[src/rtl/rr_merge2_nbit.sv]
// rtl/rr_merge2_nbit.sv - packet-aware two-input round-robin merge with registered output stage
module rr_merge2_nbit #(
    parameter int N = 4
) (
    input  logic         clk,
    input  logic         rst_n,
    input  logic [N-1:0] a_data,
    input  logic         a_valid,
    input  logic         a_last,
    output logic         a_ready,
    input  logic [N-1:0] b_data,
    input  logic         b_valid,
    input  logic         b_last,
    output logic         b_ready,
    output logic         sel,
    output logic [N-1:0] f_data,
    output logic         f_valid,
    output logic         f_last,
    input  logic         f_ready
);

    typedef enum logic [1:0] {
        IDLE   = 2'd0,
        LOCK_A = 2'd1,
        LOCK_B = 2'd2
    } state_t;

    state_t       state_q, state_d;
    logic         prio_q, prio_d;
    logic [N-1:0] f_data_q, f_data_d;
    logic         f_valid_q, f_valid_d;
    logic         f_last_q, f_last_d;

    logic         sel_w;
    logic         load_en;
    logic         acc;
    logic         sel_last;
    logic [N-1:0] sel_data;

    // Output stage can take a beat when empty or when its current beat is leaving.
    assign load_en  = ~f_valid_q | f_ready;
    assign acc      = (sel_w ? a_valid : b_valid) & load_en;
    assign sel_last = sel_w ? a_last : b_last;
    assign sel_data = sel_w ? a_data : b_data;

    // Grant: a locked packet owns the mux; otherwise a lone requester wins, ties go to prio.
    always_comb begin
        sel_w = prio_q;
        case (state_q)
            LOCK_A:  sel_w = 1'b1;
            LOCK_B:  sel_w = 1'b0;
            default: begin
                if (a_valid & ~b_valid) begin
                    sel_w = 1'b1;
                end else if (b_valid & ~a_valid) begin
                    sel_w = 1'b0;
                end else begin
                    sel_w = prio_q;
                end
            end
        endcase
    end

    assign sel     = sel_w;
    assign a_ready = load_en & sel_w;
    assign b_ready = load_en & ~sel_w;
    assign f_data  = f_data_q;
    assign f_valid = f_valid_q;
    assign f_last  = f_last_q;

    // Next state: hold the grant across a packet; hand priority to the other side after a last beat.
    always_comb begin
        state_d = state_q;
        prio_d  = prio_q;
        if (acc) begin
            if (sel_last) begin
                state_d = IDLE;
                prio_d  = ~sel_w;
            end else begin
                state_d = sel_w ? LOCK_A : LOCK_B;
            end
        end
    end

    // Output register: load on accept, empty out when drained with nothing new arriving.
    always_comb begin
        f_data_d  = f_data_q;
        f_valid_d = f_valid_q;
        f_last_d  = f_last_q;
        if (acc) begin
            f_data_d  = sel_data;
            f_last_d  = sel_last;
            f_valid_d = 1'b1;
        end else if (f_ready) begin
            f_valid_d = 1'b0;
        end
    end

    // Arbitration state register; reset abandons any packet in flight.
    always_ff @(posedge clk or negedge rst_n) begin
        if (!rst_n) begin
            state_q <= IDLE;
            prio_q  <= 1'b1;
        end else begin
            state_q <= state_d;
            prio_q  <= prio_d;
        end
    end

    // Output stage register; reset drops whatever beat was held.
    always_ff @(posedge clk or negedge rst_n) begin
        if (!rst_n) begin
            f_data_q  <= '0;
            f_valid_q <= 1'b0;
            f_last_q  <= 1'b0;
        end else begin
            f_data_q  <= f_data_d;
            f_valid_q <= f_valid_d;
            f_last_q  <= f_last_d;
        end
    end

endmodule

[config.mk]
export PLATFORM = sky130hd
export DESIGN_NAME = rr_merge2_nbit
export DESIGN_NICKNAME = d
export VERILOG_FILES = /design/src/rtl/rr_merge2_nbit.sv
export SDC_FILE = /design/constraint.sdc
export NUM_CORES = 1
export LEC_CHECK = 0
export ABC_AREA = 1
export BUFFER_PORTS_ARGS = -buffer_cell sky130_fd_sc_hd__buf_2
export CORE_AREA = 2 2 39 41
export DETAILED_ROUTE_END_ITERATION = 10
export DIE_AREA = 0 0 41 43
export GPL_TIMING_DRIVEN = 0
export HOLD_SLACK_MARGIN = 0.1
export PLACE_DENSITY = 0.82
export SLEW_MARGIN = 0
export SYNTH_ARGS = -nofsm -noshare
export SYNTH_HDL_FRONTEND = slang
export SYNTH_SLANG_ARGS = --single-unit
[constraint.sdc]
create_clock -name clk -period 1.7 [get_ports clk]
set_input_delay 0.34 -clock clk [delete_from_list [all_inputs] [get_ports clk]]
set_output_delay 0.34 -clock clk [all_outputs]
set_load 0.01 [all_outputs]
==> results of run 1 <==
tightest hold or removal path: cells and delay by family:
kind	cells	cell delay (ps)
buffers and inverters	1	110
and+or+nand+nor	2	140
per-stage QoR:
| step | setup WS (ps) | total power, W | cells |
|---|---|---|---|
| after floorplan | 16.2 | 0.00110 | 71 |
| after global placement | -95.5 | 0.00133 | 110 |
| after detailed placement | -160 | 0.00135 | 110 |
| after CTS | -287 | 0.00181 | 122 |
| after global routing | -357 | 0.00235 | 132 |
| final | -279 | 0.00219 | 132 |
layer usage:
metal,track usage (%),routed length (um)
met5,0,0
met4,2.00,0
met3,9.42,114
met2,28.1,859
met1,19.7,665
cells in the mapped netlist:
master	n
nand2_1	30
dfstp_2	1
or2_2	1
nand3_4	1
ha_1	1
nand2_2	1
nand2_4	3
nand3_1	9
buf_2	1
nand4_2	1
a21oi_2	1
nor2_1	4
dfrtp_1	8
or2_1	1
inv_1	7
o21ai_1	1
power by group through the flow:
stage / Clock (W) / Sequential (W) / Combinational [W]
final: 0.000168 / 0.000381 / 0.00164
after global routing: 0.000189 / 0.000390 / 0.00177
after CTS: 0.000174 / 0.000380 / 0.00126
after detailed placement: 0 / 0.000377 / 0.000977
after global placement: 0 / 0.000373 / 0.000955
after floorplan: 0 / 0.000404 / 0.000694
how the worst min path moves through the flow:
| stage | from | to | slack (ps) |
|---|---|---|---|
| after floorplan | rst_n | f_data[0] | 40 |
| final | b_last | prio_q | 330 |
| after global placement | rst_n | state_q[0] | 200 |
| after detailed placement | rst_n | f_valid | 200 |
| after CTS | b_last | prio_q | 300 |
| after global routing | a_last | state_q[0] | 340 |
sequential cells by signal, indices dropped and copies added (netlist names):
name     cells
f_last       1
state_q      2
f_valid      1
f_data       4
prio_q       1
area by class of cell:
| type | count | area (sq um) |
|---|---|---|
| well taps | 16 | 20.0 |
| flip-flops and latches | 9 | 226 |
| clock buffers | 4 | 26.3 |
| repair buffers | 38 | 251 |
| inverters | 7 | 30.0 |
| plain buffers | 1 | 5.00 |
| fillers | 116 | 457 |
| multi-input cells | 57 | 368 |
layout by cell type (no fill, tap or decap), drive strengths merged:
| master | n |
|---|---|
| buf | 38 |
| nand2 | 35 |
| nand3 | 11 |
| dfrtp | 8 |
| inv | 6 |
| nor2 | 4 |
| clkbuf | 4 |
| or2 | 2 |
| nand4 | 2 |
| a21oi | 1 |
| clkinvlp | 1 |
| o21ai | 1 |
| ha | 1 |
| dlygate4sd3 | 1 |
| dfstp | 1 |
timing repair:
item	4_1_cts	5_1_grt
endpoints found under the hold margin	8	0
pin swaps	5	4
gates cloned	0	3
hold buffers	1	0
gates resized for setup	6	9
setup buffers	7	7
setup endpoints to repair	3	11
cells by family after synthesis:
| family | Yosys count | share of synthesized area, % |
|---|---|---|
| simple gates | 51 | 47.3 |
| buf+inv | 8 | 5.80 |
| compound gates | 2 | 2.55 |
| flops | 9 | 42.0 |
| fa+ha+maj | 1 | 2.32 |
==> results.toml, run 1 <==
[status]
status = "complete, but fails checks"
violations = "negative setup slack"

[critical_path]
crit_start = "state_q[0]"
cpPeakStageDelay_ps = 410
critPathLaunchType = "flip-flop"
r2r-start = "state_q[0]"
crit_chain = "ha_4, inv_2, a21oi_2, nand2_2, nand2_8, clkinvlp_4, nor2_4, buf_6"
r2r_cells = 12
cp.depth = 8
path_buf_inv = 3
r2r-end = "f_data[3]"
path_max_fanout = 4
cp-endpoint = "b_ready"
rrSetupSlack_ps = -90
required_ps = 1360
cp.arrival_ps = 1640
end_kind = "output port"
path_class = "reg -> out"
crit_family = "flip-flops"
slowest_stage = "dfrtp_1"

[placed_design]
postPlaceCellArea_sq_um = 697
io_buffers = 23
place.gp.congestion = 0.712
dp.final_hpwl_um = 910

[yosys]
syn_inst = 71
syn-cell-area_sq_um = 539
synth_warnings = 0
synth_top_cell_area_share_pct = 37.1
synth.largest_area_cell = "dfrtp_1"
ys_seq_elements = 9
ys_types = 16
seq_area_frac_synth_pct = 42.0
avgSynthCellArea_sq_um = 7.60
yosys-top-cells-area = "dfrtp_1 37%, nand2_1 21%, nand3_1 8.4%, nand2_4 6.3%, dfstp_2 4.9%"
syn-num-nets = 87

[sta]
holdWs_ps = 329
timing.final.crit_period_ps = 1980
drv_slew = 0
fin_ws_ps = -279
fmax_ghz = 0.505
slew_headroom_pct = 86.3
fin_skew_ps = 7.08
rsz0062_at_grt = "true"
setup_violations = 10
final_hold_viol_count = 0
tns_ps = -1120
period_share_pct = 116
worstMarginPinSlew_ps = 205

[route]
vias = 645
drt_iter0_drc = 14
routed_via_density = 4.89
drtAntennaViolNets = 0
wl_per_cell_um = 12.4
firstDrtPassIters = 4
route.detailed.drc = 0
wl_mm = 1.64

[floorplanning]
die-area_sq_mm = 0.00176
initial_core_util_pct = 39.0
core_area_sq_mm = 0.00138
die_w_um = 41
die_h_um = 43
io-pin-count = 24
rows = 14

[grt]
gr-usage-all-layers_pct = 17.2
grt_pass1_wl_mm = 1.97
grt.overflow.total = 0
grt_pass1_vias = 483
grt_max_degree = 10
antenna_found_initial = 0

[min_path]
hold_path.class = "in -> reg"
hold_depth = 3

[power_and_ir_drop]
switching_power_w = 0.000968
swShare_pct = 44.2
peakVddDrop_uv = 1260
power_frac_comb_pct = 74.9
seqPwrFrac_pct = 17.4
p_int_w = 0.00122
powerDensity_mw_per_mm2 = 2360
clkPwrFrac_pct = 7.7
p_leak_nw = 0.516

[cts]
cts.clk_slew.worst_paths_ps = 60
clk_path_buf_depth = 2
cts_num_sinks = 9
numCtsBuffers = 3
htree_levels = 1
cts_root_buf = "clkbuf_4"
cts_tree = "yes"
clkLatencyLatePin_ps = 260

[finish]
drive_above_1_share_pct = 54.3
fin_area_sq_um = 927
areaGrowthSynthToFinish_pct = 71.9
final_core_util_pct = 67.0
nets = 133
antenna_cells = 0

[job]
max-cap-violations = 0
Note: power is estimated with default switching activity, not from simulation.
==> run 2, diff against run 1 <==
Settings changed: CORE_AREA 2 2 39 41 to not set, CORE_MARGIN set to 10, CORE_UTILIZATION set to 39, DIE_AREA 0 0 41 43 to not set, PLACE_DENSITY 0.82 to 0.83.
Clock period 1.7 ns to 1.6 ns, I/O delays scaled along.
==> run 2 against run 1 <==
Against the previous run:
- the run still ends with negative setup slack left
- power increased by 13%
- final cell count decreased by 1.5%
- combinational power increased by 15%
- setup slack got worse by 44 ps
- via count decreased by 0.78%
- core utilization increased by 6.2 points
- clock skew decreased by 3.1 ps
- wire length increased by 14%
- final area increased by 2.7%
- count of clock-buffer cells in the layout unchanged
- critical endpoint unchanged
- register-to-register slack got worse by 180 ps
==> results.toml, run 2 (synthesis results as in run 1) <==
[power_and_ir_drop]
p_leak_nw = 0.524
peakVddDrop_uv = 1470
powerDensity_mw_per_mm2 = 2590

[floorplanning]
core_area_sq_mm = 0.00130
die_h_um = 57.2
rows = 13
initial_core_util_pct = 41.4
io-pin-count = 24
die_w_um = 57.2
die-area_sq_mm = 0.00327

[sta]
rsz0062_at_grt = "true"
tns_ps = -2360
slew_headroom_pct = 84.3
timing.final.crit_period_ps = 1920
fmax_ghz = 0.520
final_hold_viol_count = 0
fin_ws_ps = -324
period_share_pct = 120
setup_violations = 11
fin_skew_ps = 4.00
drv_slew = 0
worstMarginPinSlew_ps = 235

[critical_path]
slowest_stage = "dfrtp_1"
crit_chain = "ha_4, or2_4, nand2_8, clkinvlp_4, nor2_4, buf_6"
cpPeakStageDelay_ps = 410
path_max_fanout = 4
rrSetupSlack_ps = -270
critPathLaunchType = "flip-flop"
r2r_cells = 11
end_kind = "output port"
cp.arrival_ps = 1600
required_ps = 1280
r2r-end = "f_data[3]"
r2r-start = "state_q[0]"
path_class = "reg -> out"
crit_start = "state_q[0]"
cp-endpoint = "b_ready"

[cts]
htree_levels = 1
clk_path_buf_depth = 2
cts_tree = "yes"
cts.clk_slew.worst_paths_ps = 60
clkLatencyLatePin_ps = 250
numCtsBuffers = 3
cts_root_buf = "clkbuf_4"
cts_num_sinks = 9

[grt]
gr-usage-all-layers_pct = 10.8
grt_pass1_wl_mm = 2.97
grt_max_degree = 10
grt_pass1_vias = 704
grt.overflow.total = 0
antenna_found_initial = 0

[finish]
layout_commonest_cell = "nand2_1"
antenna_cells = 0
finalNonFillerCells = 130
largest_reg_flops = 4
layout_common_cells = "28 x nand2_1, 22 x buf_2, 9 x buf_4"
areaGrowthSynthToFinish_pct = 76.6
drive_above_1_share_pct = 54.8
nets = 132

[placed_design]
post-place-cells = 109
io_buffers = 23
dp.final_hpwl_mm = 1.09
place.gp.congestion = 0.716

[job]
max-cap-violations = 0

[min_path]
hold_depth = 4
hold_path.class = "in -> reg"

[route]
wl_mm = 1.87
route.detailed.drc = 0
wl_per_cell_um = 14.4
vias = 640
drtAntennaViolNets = 0
routed_via_density = 4.92
firstDrtPassIters = 4
drt_iter0_drc = 15

[status]
violations = "negative setup slack"
status = "complete, but fails checks"
[run 2: area by class of cell]
class / instances / area (sq um)
plain buffers: 1 / 5.00
clock buffers: 4 / 26.3
fillers: 96 / 349
inverters: 7 / 30.0
multi-input cells: 56 / 375
flip-flops and latches: 9 / 226
well taps: 15 / 18.8
repair buffers: 38 / 270
[run 2: stage by stage]
step	total power (W)	worst slack [ps]	hold WS, ps	util [%]	instance area [sq um]
global route	0.00266	-396	358	73.2	952
floorplan	0.00117	-62.9	24.4	-	562
CTS	0.00221	-351	297	68.0	885
detailed placement	0.00145	-210	180	53.5	696
finish	0.00247	-324	352	73.2	952
global placement	0.00143	-189	174	53.5	696
[run 2: where the power goes]
part           internal [W]  switching (W)
Combinational      0.000943       0.000941
Sequential         0.000347      0.0000642
Clock             0.0000958      0.0000751
Total               0.00139        0.00108
[run 2: how the worst min path moves through the flow]
stage / slack [ps] / to / from
floorplan: 20 / f_data[0] / rst_n
global placement: 170 / f_data[0] / rst_n
detailed placement: 180 / f_data[2] / rst_n
CTS: 300 / prio_q / b_last
global route: 360 / state_q[0] / a_last
finish: 350 / state_q[0] / a_last
[run 2: repair_timing]
action / CTS / global route
setup buffers: 13 / 1
gates resized for setup: 5 / 14
hold buffers: 1 / 0
endpoints found under the hold margin: 8 / 0
pin swaps: 8 / 2
gates cloned: 2 / 0
endpoints found under the setup margin: 10 / 12
[run 2: critical path, delay by kind of cell (launching register included)]
kind	cells	cell delay, ps
DFF	1	410
and+or+nand+nor	3	470
adders and majority gates	1	250
buffers and inverters	2	230
[run 2: layer usage]
| metal | share of wire (%) | routed length [um] | global-route usage, % | vias up |
|---|---|---|---|---|
| li1 | - | - | - | 313 |
| met3 | 5.0 | 93 | 3.32 | 2 |
| met1 | 43 | 811 | 11.9 | 302 |
| met2 | 51 | 958 | 19.8 | 23 |
| met5 | 0 | 0 | 0 | - |
| met4 | 0.21 | 4 | 2.01 | 0 |
